### config.mk
export PLATFORM = sky130hd
export DESIGN_NAME = rr_select_generator
export DESIGN_NICKNAME = d
export VERILOG_FILES = /design/src/rtl/rr_select_generator.sv
export SDC_FILE = /design/constraint.sdc
export NUM_CORES = 1
export LEC_CHECK = 0
export ABC_AREA = 1
export BUFFER_PORTS_ARGS = -buffer_cell sky130_fd_sc_hd__buf_2
export CORE_AREA = 2 2 39 41
export CTS_BUF_LIST = sky130_fd_sc_hd__clkbuf_8
export DETAILED_ROUTE_END_ITERATION = 12
export DIE_AREA = 0 0 41 43
export SETUP_SLACK_MARGIN = 0.4
export SLEW_MARGIN = 5
export SYNTH_ARGS = -nofsm -noshare
export SYNTH_HDL_FRONTEND = slang
export SYNTH_SLANG_ARGS = --single-unit
### constraint.sdc
create_clock -name i_clk -period 2.2 [get_ports i_clk]
set_input_delay 0.44 -clock i_clk [delete_from_list [all_inputs] [get_ports i_clk]]
set_output_delay 0.44 -clock i_clk [all_outputs]
set_load 0.02 [all_outputs]
### src/rtl/rr_select_generator.sv
// Round-robin grant generator feeding a std selector: picks the next requester
// after the last acknowledged grant and holds the grant until it is acknowledged.
package std_selector_pkg;

    typedef enum logic [1:0] {
        selector_kind_BINARY,
        selector_kind_ONEHOT,
        selector_kind_VECTOR
    } selector_kind;

    function automatic int calc_binary_select_width(input int entries);
        return (entries <= 1) ? 1 : $clog2(entries);
    endfunction

    function automatic int calc_select_width(input int entries, input selector_kind kind);
        return (kind == selector_kind_BINARY) ? calc_binary_select_width(entries) : entries;
    endfunction

endpackage

module rr_select_generator #(
    parameter int                            ENTRIES = 4,
    parameter std_selector_pkg::selector_kind KIND   = std_selector_pkg::selector_kind_BINARY,
    localparam int IW = std_selector_pkg::calc_binary_select_width(ENTRIES),
    localparam int SW = std_selector_pkg::calc_select_width(ENTRIES, KIND)
) (
    input  logic               i_clk,
    input  logic               i_rst,
    input  logic [ENTRIES-1:0] i_request,
    input  logic               i_ack,
    output logic               o_valid,
    output logic [SW-1:0]      o_select,
    output logic [IW-1:0]      o_index
);

    logic [IW-1:0]      ptr;
    logic [IW-1:0]      base;
    logic [IW-1:0]      win;
    logic [IW-1:0]      win_hi;
    logic [IW-1:0]      win_lo;
    logic [ENTRIES-1:0] mask_ge;
    logic [ENTRIES-1:0] req_hi;
    logic [SW-1:0]      sel_next;
    logic               any_req;
    logic               load_slot;
    logic               retire;

    assign any_req   = |i_request;
    assign load_slot = !o_valid || i_ack;
    assign retire    = o_valid && i_ack;

    // An acknowledged grant moves priority past the winner in the same edge,
    // so back-to-back grants see the rotated pointer without a bubble.
    always_comb begin
        base = ptr;
        if (retire) begin
            if (o_index == IW'(ENTRIES - 1))
                base = '0;
            else
                base = o_index + 1'b1;
        end
    end

    // Requests at or above base win first; otherwise the scan wraps to index 0.
    always_comb begin
        mask_ge = '0;
        for (int i = 0; i < ENTRIES; i++)
            mask_ge[i] = (IW'(i) >= base);
    end

    assign req_hi = i_request & mask_ge;

    always_comb begin
        win_hi = '0;
        win_lo = '0;
        for (int i = ENTRIES - 1; i >= 0; i--) begin
            if (req_hi[i])
                win_hi = IW'(i);
            if (i_request[i])
                win_lo = IW'(i);
        end
    end

    assign win = (|req_hi) ? win_hi : win_lo;

    generate
        if (KIND == std_selector_pkg::selector_kind_BINARY) begin : g_bin
            assign sel_next = win;
        end else begin : g_onehot
            for (genvar g = 0; g < ENTRIES; g++) begin : g_bit
                assign sel_next[g] = (win == IW'(g));
            end
        end
    endgenerate

    always_ff @(posedge i_clk) begin
        if (i_rst) begin
            ptr      <= '0;
            o_valid  <= 1'b0;
            o_select <= '0;
            o_index  <= '0;
        end else if (load_slot) begin
            if (retire)
                ptr <= base;
            if (any_req) begin
                o_valid  <= 1'b1;
                o_select <= sel_next;
                o_index  <= win;
            end else begin
                o_valid  <= 1'b0;
                o_select <= '0;
                o_index  <= '0;
            end
        end
    end

endmodule

==> results of run 1 <==
[critical path, delay by kind of cell (launching register included)]
family / cells / cell delay, ns
flip-flops: 1 / 0.33
adder cells (fa/ha/maj): 1 / 0.29
AND/OR/NAND/NOR: 6 / 0.62
AO/OA/AOI/OAI: 1 / 0.04
[how the worst max path moves through the flow]
stage,startpoint,to,slack (ns),cells after the start
after global placement,o_index[0]$_SDFFE_PP0P_,o_index[0]$_SDFFE_PP0P_,0.82,8
after global routing,o_index[0]$_SDFFE_PP0P_,o_index[0]$_SDFFE_PP0P_,0.70,8
after detailed placement,o_index[0]$_SDFFE_PP0P_,o_index[0]$_SDFFE_PP0P_,0.79,8
after floorplan,o_index[0]$_SDFFE_PP0P_,o_index[0]$_SDFFE_PP0P_,0.78,9
final,o_index[0]$_SDFFE_PP0P_,o_index[0]$_SDFFE_PP0P_,0.80,8
after CTS,o_index[0]$_SDFFE_PP0P_,o_index[0]$_SDFFE_PP0P_,0.79,8
[where the power goes]
| part | leakage [nW] | switching (mW) | internal [mW] | total, mW |
|---|---|---|---|---|
| Sequential | 0.0413 | 0.00541 | 0.0981 | 0.103 |
| Clock | 0.0269 | 0.0435 | 0.119 | 0.163 |
| Combinational | 0.195 | 0.0423 | 0.0266 | 0.0689 |
[layout make-up]
class                           instances  area [µm²]
Fill cell                             153         935
Timing Repair Buffer                   11        55.1
Sequential cell                         5         100
Clock inverter                          1        3.75
Multi-Input combinational cell         37         194
Clock buffer                            3        41.3
Inverter                                9        35.0
Tap cell                               16        20.0
[Yosys cell counts (all sizes together)]
cell type,number
nor2,4
nand2,18
dfxtp,5
o21bai,1
nand3,7
clkinv,1
inv,8
nand4,1
or2,1
ha,1
buf,2
a21oi,4
[flip-flops by register name, indices dropped and copies added (netlist names)]
signal	flops
o_index	2
o_valid	1
ptr	2
[cell families after synthesis]
group                      Yosys count  synth area share (%)
DFF                                  5                  29.1
buffers and inverters               11                  14.5
and+or+nand+nor                     31                  43.6
adders and majority gates            1                  3.64
AOI/OAI and AO/OA                    5                  9.09
[per-layer routing]
layer  GRT usage (%)  share of wire (%)  vias to the layer above
met5               0                  0                        -
met4            8.00                2.7                        0
met3            1.57                 11                        2
met2            13.1                 38                       17
met1            10.3                 48                      149
li1                -                  -                      188
[per-stage QoR]
| stage | hold slack [ns] | area [µm²] |
|---|---|---|
| after floorplan | 0.464 | 344 |
| after global placement | 0.483 | 404 |
| after detailed placement | 0.489 | 404 |
| after CTS | 0.435 | 449 |
| after global routing | 0.456 | 449 |
| final | 0.435 | 449 |
==> results.md, run 1 <==
Setup path:
- The arrival time of data at the critical path endpoint is 1.52 ns.
- STA classifies the critical path endpoint as a flop.
- On the critical path, the stage with the largest delay is an instance of sky130_fd_sc_hd__dfxtp_1.
- The largest single stage delay on the critical path is 0.33 ns.
- For the worst setup path, the data required time is 2.31 ns.
- The endpoint identified for the worst register-to-register timing path is o_index[0]$_SDFFE_PP0P_.
- The dominant cell type by count on the critical path is sky130_fd_sc_hd__nand3_1.
- The type of the worst setup path is reg -> reg.
- The critical path goes through ha_1 > nand3_1 > nand3_1 > nand2_1 > nor2_1 > nand3_1 > nand2_1 > a21oi_2.
- In this run the worst path has a maximum fanout of 5.
- The register-to-register path setup slack is 0.80 ns.
- In this run the critical register-to-register path is launched from o_index[0]$_SDFFE_PP0P_.
- The type of origin of the critical path is a flop.
- The count of cells along the worst register-to-register path is 8.

Floorplan:
- The floorplan row count is 14.
- The die height is 43 µm.
- The count of boundary I/O pins is 12.
- The floorplan step set the die width to 41 µm.
- The total area inside the core boundary comes to 1380 µm².
- The initial utilization of the core area, before any placement, comes to 24.9%.
- The overall die area is 1760 µm².

Routing:
- The total vias in the final route is 356.
- The number of nets still failing antenna checks after routing is 0.
- After the first detailed-routing iteration, the DRC count stood at 7.
- The number of vias per cell is 4.34.
- Dividing the detail-routed wire length by the instance count gives 7.82 µm.
- The routed design has 641 µm of wire.
- After detailed routing, the number of remaining DRC violations is 0.
- The first-pass iteration count of the detailed router is 4.

Synthesis:
- The cell area that synthesis handed to floorplanning was 344 µm².
- The top cell type's share of synthesized area is 29.1%.
- Ranked by total cell area, the synthesized netlist is headed by sky130_fd_sc_hd__dfxtp_1 29%, sky130_fd_sc_hd__nand2_1 15%, sky130_fd_sc_hd__nand3_1 10%.
- Summing the sequential cell areas from Yosys gives 29.1% of the chip area.
- The cell type with the highest aggregate area in the netlist is sky130_fd_sc_hd__dfxtp_1.
- The mean instance size in the synthesized netlist is 6.49 µm².
- The number of synthesized register bits is 5.
- The number of instances in the synthesized netlist is 53.
- After synthesis, the netlist uses 16 different library cells.
- During synthesis, Yosys emitted a total of 0 warnings.
- The total nets after synthesis is 61.

Clock network:
- The hold-fix buffer count after cts is 0.
- In this run the clock root is driven by a sky130_fd_sc_hd__clkbuf_8.
- TritonCTS built the clock tree.
- The number of clock buffers added by TritonCTS is 3.
- The buffer count from post-CTS setup fixing is 0.
- The count of cells resized by post-cts repair is 0.
- In this run the number of H-tree levels came out at 1.
- The latest clock arrival within the worst-skew pair is 0.22 ns.
- The clock passes through at most 2 buffers.
- The clock input transition at the sequential cells of the worst setup and hold paths is 0.03 ns.
- The tree built by TritonCTS fans out to 5 sinks.

Timing:
- Setup violations remaining at the end of the flow were counted as 0.
- The routed design could run at a clock period as short as 1.40 ns.
- The maximum clock skew at final layout is 0.000329 ns.
- At the pin with the least slew margin, the transition time is 0.165 ns.
- Setup slack on the critical path of the routed design comes to 0.797 ns.
- The number of pins with negative max-slew slack in the final report came to 0.
- In this run the tightest slew margin relative to its limit is 89.0%.
- After routing, the total negative slack on setup checks comes to 0 ns.
- Setup repair after global routing left no endpoint under its margin.
- For this run, the top clock speed supported by timing is 713 MHz.
- The post-route fraction of the period consumed by the critical path is 63.8%.
- The hold violation total from the final report was 0.

Global routing:
- The initial antenna violation count is 0.
- The number of global-route vias before repair is 294.
- After global routing the overflow that remains totals 0.
- Global routing used 8.94% of the available tracks across all layers.
- The global-route wire length before repair is 1060 µm.
- Entering global routing, the biggest net connects 6 pins.

Finish:
- The finished layout holds 82 standard cells, fillers aside.
- Leaving out fill and tap cells, the most frequent cell in the layout is sky130_fd_sc_hd__nand2_1.
- The share of post-route cells with drive strength above 1 is 34.8%.
- The repair_antennas step left the layout with diodes totalling 0.
- Relative to the synthesized area, the layout overhead comes to 30.5%.
- The utilization after layout is 32.5%.
- The net count of the finished layout is 75.
- In the layout the commonest cells are 14 x sky130_fd_sc_hd__nand2_1, 11 x sky130_fd_sc_hd__buf_2, 9 x sky130_fd_sc_hd__inv_1.

Min path:
- The path with the worst hold slack has its endpoint at o_index[0]$_SDFFE_PP0P_.
- The hold path depth is 2.
- The worst hold path begins at i_rst.
- The path class of the tightest hold or removal check is in -> reg.

Placement:
- The count of buffers added on input and output ports is 11.
- Prior to clock tree synthesis, the placed netlist has a worst setup slack of 0.792 ns.
- The estimated wirelength of the detail-placed design is 544 µm.
- The number of placed cells counting well taps is 78.
- Routability-driven placement finished with a final weighted congestion of 0.743.

Run status:
- The run finished with clean final reports.

Power and ir drop:
- The worst-case IR drop observed on VDD is 0.182 mV.
- The leakage power total is 0.264 nW.
- The power density over the cells is 746 nW/µm².
- The total power consumption of the routed design is 0.335 mW.

Job:
- The number of max-cap violations is 0.
No activity file was read; power rests on OpenSTA's default activity.
==> run 2: changes to the inputs <==
clock period = 1.2 ns   (was 2.2 ns; I/O delays follow)
==> run 2 against run 1 <==
  * The flow now finishes with violations (negative setup slack)
  * First-iteration DRC count fell by 29%
  * Design area up 33%
  * Final cell count grew 6.1%
  * Clock-buffer cell count stayed put
  * Critical path type unchanged
  * Largest cell class unchanged
  * Largest power group unchanged
  * Highest routed layer is now met3
==> results.md, run 2 (synthesized netlist as in run 1, its figures left out) <==
Run status:
- The run finished, with violations left.
- The checks that failed: negative setup slack.

Global routing:
- The initial antenna violation count is 0 (unchanged).
- The overall track demand over capacity in global routing came to 11.0% (+2.1 points).
- The number of global-route vias before repair was 315 (+7.1%).
- The pin count of the biggest net entering global routing is 6 (unchanged).
- The global-route wire length before repair came to 1240 µm (+17%).
- The sum of overflow across all layers after global routing is 0 (unchanged).

Setup path:
- The register-to-register path setup slack is -0.06 ns (-0.86 ns).
- The source of the worst register-to-register timing path is o_index[0]$_SDFFE_PP0P_.
- The cell with the largest stage delay on the worst path is sky130_fd_sc_hd__dfxtp_4.
- The type of origin of the critical path is a flop.
- The critical path goes through ha_4 > nand3_4 > nand2_2 > nand2_2 > nand2_2 > nand3_1 > nand3_1 > a21oi_2.
- The count of cells along the worst register-to-register path is 8 (unchanged).
- Among the stages of the critical path, the cell type that occurs most often is sky130_fd_sc_hd__nand2_2.
- The largest stage delay on the critical path came to 0.35 ns (+0.02 ns).
- The required time of the worst setup path came to 1.31 ns (-1.00 ns).
- STA classifies the critical path endpoint as a flop.
- In this run the critical register-to-register path is captured at o_index[1]$_SDFFE_PP0P_.
- Tracing the worst setup path back leads to its startpoint at o_index[0]$_SDFFE_PP0P_.
- The peak fanout along the critical path is 4 (-1).
- The critical path is of the reg -> reg type.
- The arrival time of data at the critical path endpoint is 1.37 ns (-0.15 ns).
- The capturing element of the worst setup path is o_index[1]$_SDFFE_PP0P_.

Finish:
- The library cell used most frequently in the layout, excluding fill and tap cells, is sky130_fd_sc_hd__nand2_1.
- The area growth from synthesis to layout is 73.1%.
- The utilization after layout is 43.0% (+11 points).
- The share of post-route cells with drive strength above 1 came to 62.0% (+27 points).
- The filler-free cell count of the finished design is 87 (+6.1%).
- The filler cell count in the final layout is 156 (+2.0%).
- The net count of the finished layout came to 80 (+6.7%).
- The total inserted antenna cells is 0 (unchanged).
- Leaving out fill and tap cells, the most frequent cells in the layout are 10 x sky130_fd_sc_hd__nand2_1, 7 x sky130_fd_sc_hd__nand2_2, 7 x sky130_fd_sc_hd__inv_1.
- The largest registers in the layout are o_index x2, ptr x2, o_valid x1.

Floorplan:
- The die height came to 43 µm (unchanged).
- The count of boundary I/O pins came to 12 (unchanged).
- The area of the core was 1380 µm² (unchanged).
- The initial core utilization came to 24.9% (unchanged).
- The floorplan row count is 14 (unchanged).
- The overall die width is 41 µm (unchanged).
- The overall die area is 1760 µm² (unchanged).

Clock network:
- The number of sinks on the clock net is 5 (unchanged).
- The clock tree from TritonCTS is done.
- Clock tree synthesis selected as its root buffer the cell sky130_fd_sc_hd__clkbuf_8.
- The number of buffers created by CTS is 3 (unchanged).
- The clock input transition at the sequential cells of the worst setup and hold paths is 0.03 ns (about the same).
- The depth of the CTS H-tree came to 1 (unchanged).
- The worst-case clock buffer depth is 2 (unchanged).
- The latest clock arrival within the worst-skew pair is 0.22 ns (about the same).

Timing:
- The slew at the pin with the worst max-slew slack is 0.126 ns (-0.0397 ns).
- The hold violation total from the final report is 0 (unchanged).
- The tightest slew margin relative to the limit is 91.6% (+2.7 points).
- The final-layout worst hold slack was 0.248 ns (-0.187 ns).
- The final critical-path setup slack is -0.0598 ns (-0.857 ns).
- The post-layout minimum cycle time is 1.26 ns (-0.143 ns).
- The maximum achievable frequency came to 794 MHz (+11%).
- The number of pins with negative max-slew slack in the final report came to 0 (unchanged).
- Setup repair after global routing could not meet its margin everywhere.
- The post-route fraction of the period consumed by the critical path came to 105% (+41 points).
- The maximum clock skew at final layout is 0.000487 ns (+0.000157 ns).
- The total of endpoints with negative setup slack in the final report is 4 (+4).

Routing:
- The detail-routed net length per standard cell came to 9.05 µm (+16%).
- The number of nets still failing antenna checks after routing is 0 (unchanged).
- The total vias in the final route is 359 (+0.84%).
- The total length of routed wires is 787 µm (+23%).
- The number of vias per cell is 4.13 (-5.0%).
- The count of unresolved DRC violations after routing was 0 (unchanged).
- The first-pass iteration count of the detailed router was 4 (unchanged).
- The initial DRC count is 5 (-2).

Placement:
- The number of placed cells counting well taps is 82 (+5.1%).
- The number of port buffers was 11 (unchanged).
- The estimated wirelength of the detail-placed design is 651 µm (+20%).
- The global placer's final weighted congestion is 0.758 (+1.9%).

Power and ir drop:
- The worst IR drop on VDD is 0.420 mV (+130%).
- The power density over the cells is 1160 nW/µm² (+55%).
- The leakage power total is 0.303 nW (+15%).

Job:
- The number of max-cap violations came to 0 (unchanged).

Min path:
- The hold path depth came to 2 (unchanged).
- The worst hold path belongs to the class in -> reg.
## run 2: changes by cell type in the layout (fill, tap and decap cells not counted), moves of 2 or more
cell / previous run / this run
sky130_fd_sc_hd__a21oi_2: 1 / 3
sky130_fd_sc_hd__buf_4: 0 / 6
sky130_fd_sc_hd__nand3_4: 0 / 2
sky130_fd_sc_hd__dfxtp_1: 5 / 2
sky130_fd_sc_hd__nand2_1: 14 / 10
sky130_fd_sc_hd__inv_2: 0 / 2
sky130_fd_sc_hd__a21oi_1: 3 / 1
sky130_fd_sc_hd__buf_6: 0 / 4
sky130_fd_sc_hd__dfxtp_4: 0 / 3
sky130_fd_sc_hd__inv_1: 9 / 7
sky130_fd_sc_hd__nand3_1: 7 / 4
sky130_fd_sc_hd__buf_2: 11 / 6
sky130_fd_sc_hd__nand2_2: 3 / 7
## run 2: repair_timing
item	4_1_cts	5_1_grt
setup endpoints to repair	10	10
hold buffers	0	0
pin swaps	6	4
gates resized for setup	12	6
buffers inserted	0	1
## run 2: metal layers
layer	wire, µm	vias up	global-route usage, %
li1	-	201	-
met1	363	148	12.8
met2	399	10	15.3
met3	24	0	1.57
met4	0	0	12.0
met5	0	-	0
## run 2: metrics by stage
stage	instance area, µm²	TNS, ns	total power, mW	worst slack, ns
finish	596	-0.112	0.690	-0.0598
floorplan	393	-0.0331	0.306	-0.0331
detailed placement	483	-0.115	0.360	-0.0648
CTS	571	-0.139	0.693	-0.0584
global route	596	-0.360	0.737	-0.153
global placement	483	-0.0963	0.356	-0.0588
## run 2: cell type report
cell class / count / area, µm² / share of cell area [%]
Clock buffer: 3 / 41.3 / 6.93
Timing Repair Buffer: 16 / 120 / 20.2
Clock inverter: 1 / 3.75 / 0.630
Tap cell: 16 / 20.0 / 3.36
Inverter: 9 / 35.0 / 5.88
Multi-Input combinational cell: 37 / 264 / 44.3
Sequential cell: 5 / 111 / 18.7
## run 2: worst min path at each step
| stage | start | to | slack, ns |
|---|---|---|---|
| after floorplan | i_rst | o_index[0]$_SDFFE_PP0P_ | 0.29 |
| after global placement | i_rst | o_index[0]$_SDFFE_PP0P_ | 0.46 |
| after detailed placement | i_rst | o_index[0]$_SDFFE_PP0P_ | 0.46 |
| after CTS | i_rst | o_index[0]$_SDFFE_PP0P_ | 0.23 |
| after global routing | i_rst | o_index[0]$_SDFFE_PP0P_ | 0.25 |
| final | i_rst | o_index[0]$_SDFFE_PP0P_ | 0.25 |
## run 2: worst max-delay path, delay by kind of cell, from the launching register on
kind / cells / cell delay, ns
simple gates: 6 / 0.48
flops: 1 / 0.35
fa+ha+maj: 1 / 0.27
compound gates: 1 / 0.05
## run 2: where the power goes
| group | leakage (nW) | switching [mW] | total [mW] | internal [mW] |
|---|---|---|---|---|
| clock network | 0.0269 | 0.0793 | 0.298 | 0.219 |
| registers | 0.0430 | 0.0130 | 0.192 | 0.179 |
| logic | 0.234 | 0.102 | 0.200 | 0.0973 |
| total | 0.303 | 0.195 | 0.690 | 0.495 |
==> run 3: changes to the inputs <==
SKIP_CTS_REPAIR_TIMING = 1   (was default)
==> run 3 against run 2 <==
  * The run still ends with negative setup slack left
  * Design area increased by 1.7%
  * Die area unchanged
  * Total power increased by 1.2%
  * Final cell count unchanged
==> results.md, run 3 (synthesized netlist as in run 1, its figures left out) <==
Routing:
- The first-pass iteration count of the detailed router came to 4 (unchanged).
- The detail-routed net length per standard cell is 9.17 µm (+1.4%).
- The count of unresolved DRC violations after routing is 0 (unchanged).
- The initial DRC count is 7 (+2).
- The number of vias per cell came to 4.17 (+1.1%).
- The number of nets still failing antenna checks after routing is 0 (unchanged).
- The total vias in the final route came to 363 (+1.1%).
- The total length of routed wires is 798 µm (+1.4%).

Clock network:
- The depth of the CTS H-tree is 1 (unchanged).
- The worst-case clock buffer depth is 2 (unchanged).
- The latest clock arrival within the worst-skew pair is 0.22 ns (about the same).
- In this run the clock root is driven by a sky130_fd_sc_hd__clkbuf_8.
- TritonCTS built the clock tree.
- The number of sinks on the clock net is 5 (unchanged).
- The clock input transition at the sequential cells of the worst setup and hold paths is 0.03 ns (about the same).
- The number of buffers created by CTS was 3 (unchanged).

Global routing:
- The global-route wire length before repair is 1220 µm (-1.7%).
- The pin count of the biggest net entering global routing is 6 (unchanged).
- The sum of overflow across all layers after global routing is 0 (unchanged).
- The initial antenna violation count came to 0 (unchanged).
- The number of global-route vias before repair is 316 (+0.32%).
- The overall track demand over capacity in global routing came to 10.8% (-0.20 points).

Placement:
- The post-placement setup slack is -0.0648 ns (unchanged).
- The number of port buffers is 11 (unchanged).
- The cell area reported after detailed placement was 483 µm² (unchanged).
- The global placer's final weighted congestion is 0.758 (unchanged).
- The estimated wirelength of the detail-placed design is 651 µm (unchanged).
- The number of placed cells counting well taps is 82 (unchanged).

Run status:
- The checks that failed: negative setup slack.
- The run finished, with violations left.

Finish:
- The filler-free cell count of the finished design is 87 (unchanged).
- The total inserted antenna cells is 0 (unchanged).
- The area added between synthesis and finish is 76.0%.
- The utilization after layout is 43.8% (+0.72 points).
- The post-route cell area is 606 µm² (+1.7%).
- The share of post-route cells with drive strength above 1 is 57.7% (-4.2 points).
- The most frequent standard cell in the layout excluding fill and tap cells is sky130_fd_sc_hd__nand2_1.
- The largest registers in the layout are o_index x2, ptr x2, o_valid x1.
- Leaving out fill and tap cells, the most frequent cells in the layout are 12 x sky130_fd_sc_hd__nand2_1, 7 x sky130_fd_sc_hd__inv_1, 6 x sky130_fd_sc_hd__buf_2, 6 x sky130_fd_sc_hd__buf_6, 5 x sky130_fd_sc_hd__nand2_2.
- The filler cell count in the final layout is 152 (-2.6%).
- The net count of the finished layout was 80 (unchanged).

Timing:
- The number of pins with negative max-slew slack in the final report came to 0 (unchanged).
- The post-route fraction of the period consumed by the critical path came to 106% (+1.3 points).
- The final-layout worst hold slack is 0.233 ns (-0.0148 ns).
- The hold violation total from the final report came to 0 (unchanged).
- The tightest slew margin relative to the limit came to 92.0% (+0.40 points).
- The post-layout minimum cycle time is 1.28 ns (+0.0155 ns).
- Setup repair after global routing could not meet its margin everywhere.
- The final critical-path setup slack was -0.0753 ns (-0.0155 ns).
- The maximum clock skew at final layout came to 0.00124 ns (+0.000754 ns).
- The total of endpoints with negative setup slack in the final report was 2 (-2).
- The slew at the pin with the worst max-slew slack was 0.119 ns (-0.00631 ns).
- The setup TNS after final layout is -0.132 ns (-0.0203 ns).
- The maximum achievable frequency is 784 MHz (-1.2%).

Min path:
- In this run the worst hold path is classified as in -> reg.

Setup path:
- STA classifies the critical path startpoint as a flop.
- The arrival time of data at the critical path endpoint was 1.38 ns (about the same).
- The type of the worst setup path is reg -> reg.
- The peak fanout along the critical path is 4 (unchanged).
- The register-to-register path setup slack is -0.08 ns (-0.02 ns).
- The required time of the worst setup path is 1.31 ns (about the same).
- The category of the worst setup path capture point is a flop.

Power and ir drop:
- The leakage power total is 0.307 nW (+1.3%).
- The worst IR drop on VDD is 0.427 mV (+1.6%).
- The power density over the cells was 1150 nW/µm² (-0.48%).
- The total power consumption of the routed design is 0.698 mW (+1.2%).

Floorplan:
- The overall die area is 1760 µm² (unchanged).
- The initial core utilization came to 24.9% (unchanged).
- The area of the core is 1380 µm² (unchanged).
- The count of boundary I/O pins is 12 (unchanged).
- The die height came to 43 µm (unchanged).
- The floorplan row count came to 14 (unchanged).
- The overall die width is 41 µm (unchanged).

Job:
- The number of max-cap violations is 0 (unchanged).
[run 3: worst paths after layout]
check | to | start | cells after the start
hold reg to reg | ptr[0]$_SDFFE_PP0P_ | ptr[0]$_SDFFE_PP0P_ | 2
hold / removal | o_index[0]$_SDFFE_PP0P_ | i_rst | 2
setup / recovery | o_index[0]$_SDFFE_PP0P_ | o_index[0]$_SDFFE_PP0P_ | 8
setup reg to reg | o_index[0]$_SDFFE_PP0P_ | o_index[0]$_SDFFE_PP0P_ | 8
[run 3: critical path: stages (launching register included)]
cell and delay (ns):
sky130_fd_sc_hd__dfxtp_4 0.35, sky130_fd_sc_hd__ha_4 0.27, sky130_fd_sc_hd__nand3_4 0.10, sky130_fd_sc_hd__nand3_4 0.11, sky130_fd_sc_hd__nor2_4 0.04, sky130_fd_sc_hd__nor2_2 0.09, sky130_fd_sc_hd__nand3_1 0.08, sky130_fd_sc_hd__nand2_1 0.08
sky130_fd_sc_hd__a21oi_2 0.04
[run 3: power breakdown]
group	internal [mW]	switching [mW]
Combinational	0.104	0.106
Clock	0.219	0.0768
Sequential	0.179	0.0135
[run 3: area by class of cell]
type	count	area, µm²	area share (%)
Tap cell	16	20.0	3.31
Sequential cell	5	111	18.4
Clock inverter	1	3.75	0.620
Clock buffer	3	41.3	6.82
Inverter	9	35.0	5.79
Multi-Input combinational cell	37	267	44.0
Timing Repair Buffer	16	128	21.1
[run 3: layer usage]
| layer | wire length, µm | GRT usage (%) | up-vias | part of all wire (%) |
|---|---|---|---|---|
| met4 | 19 | 12.0 | 0 | 2.4 |
| met2 | 402 | 15.3 | 14 | 50 |
| met1 | 346 | 12.2 | 147 | 43 |
| li1 | - | - | 200 | - |
| met5 | 0 | 0 | - | 0 |
| met3 | 31 | 1.57 | 2 | 3.9 |
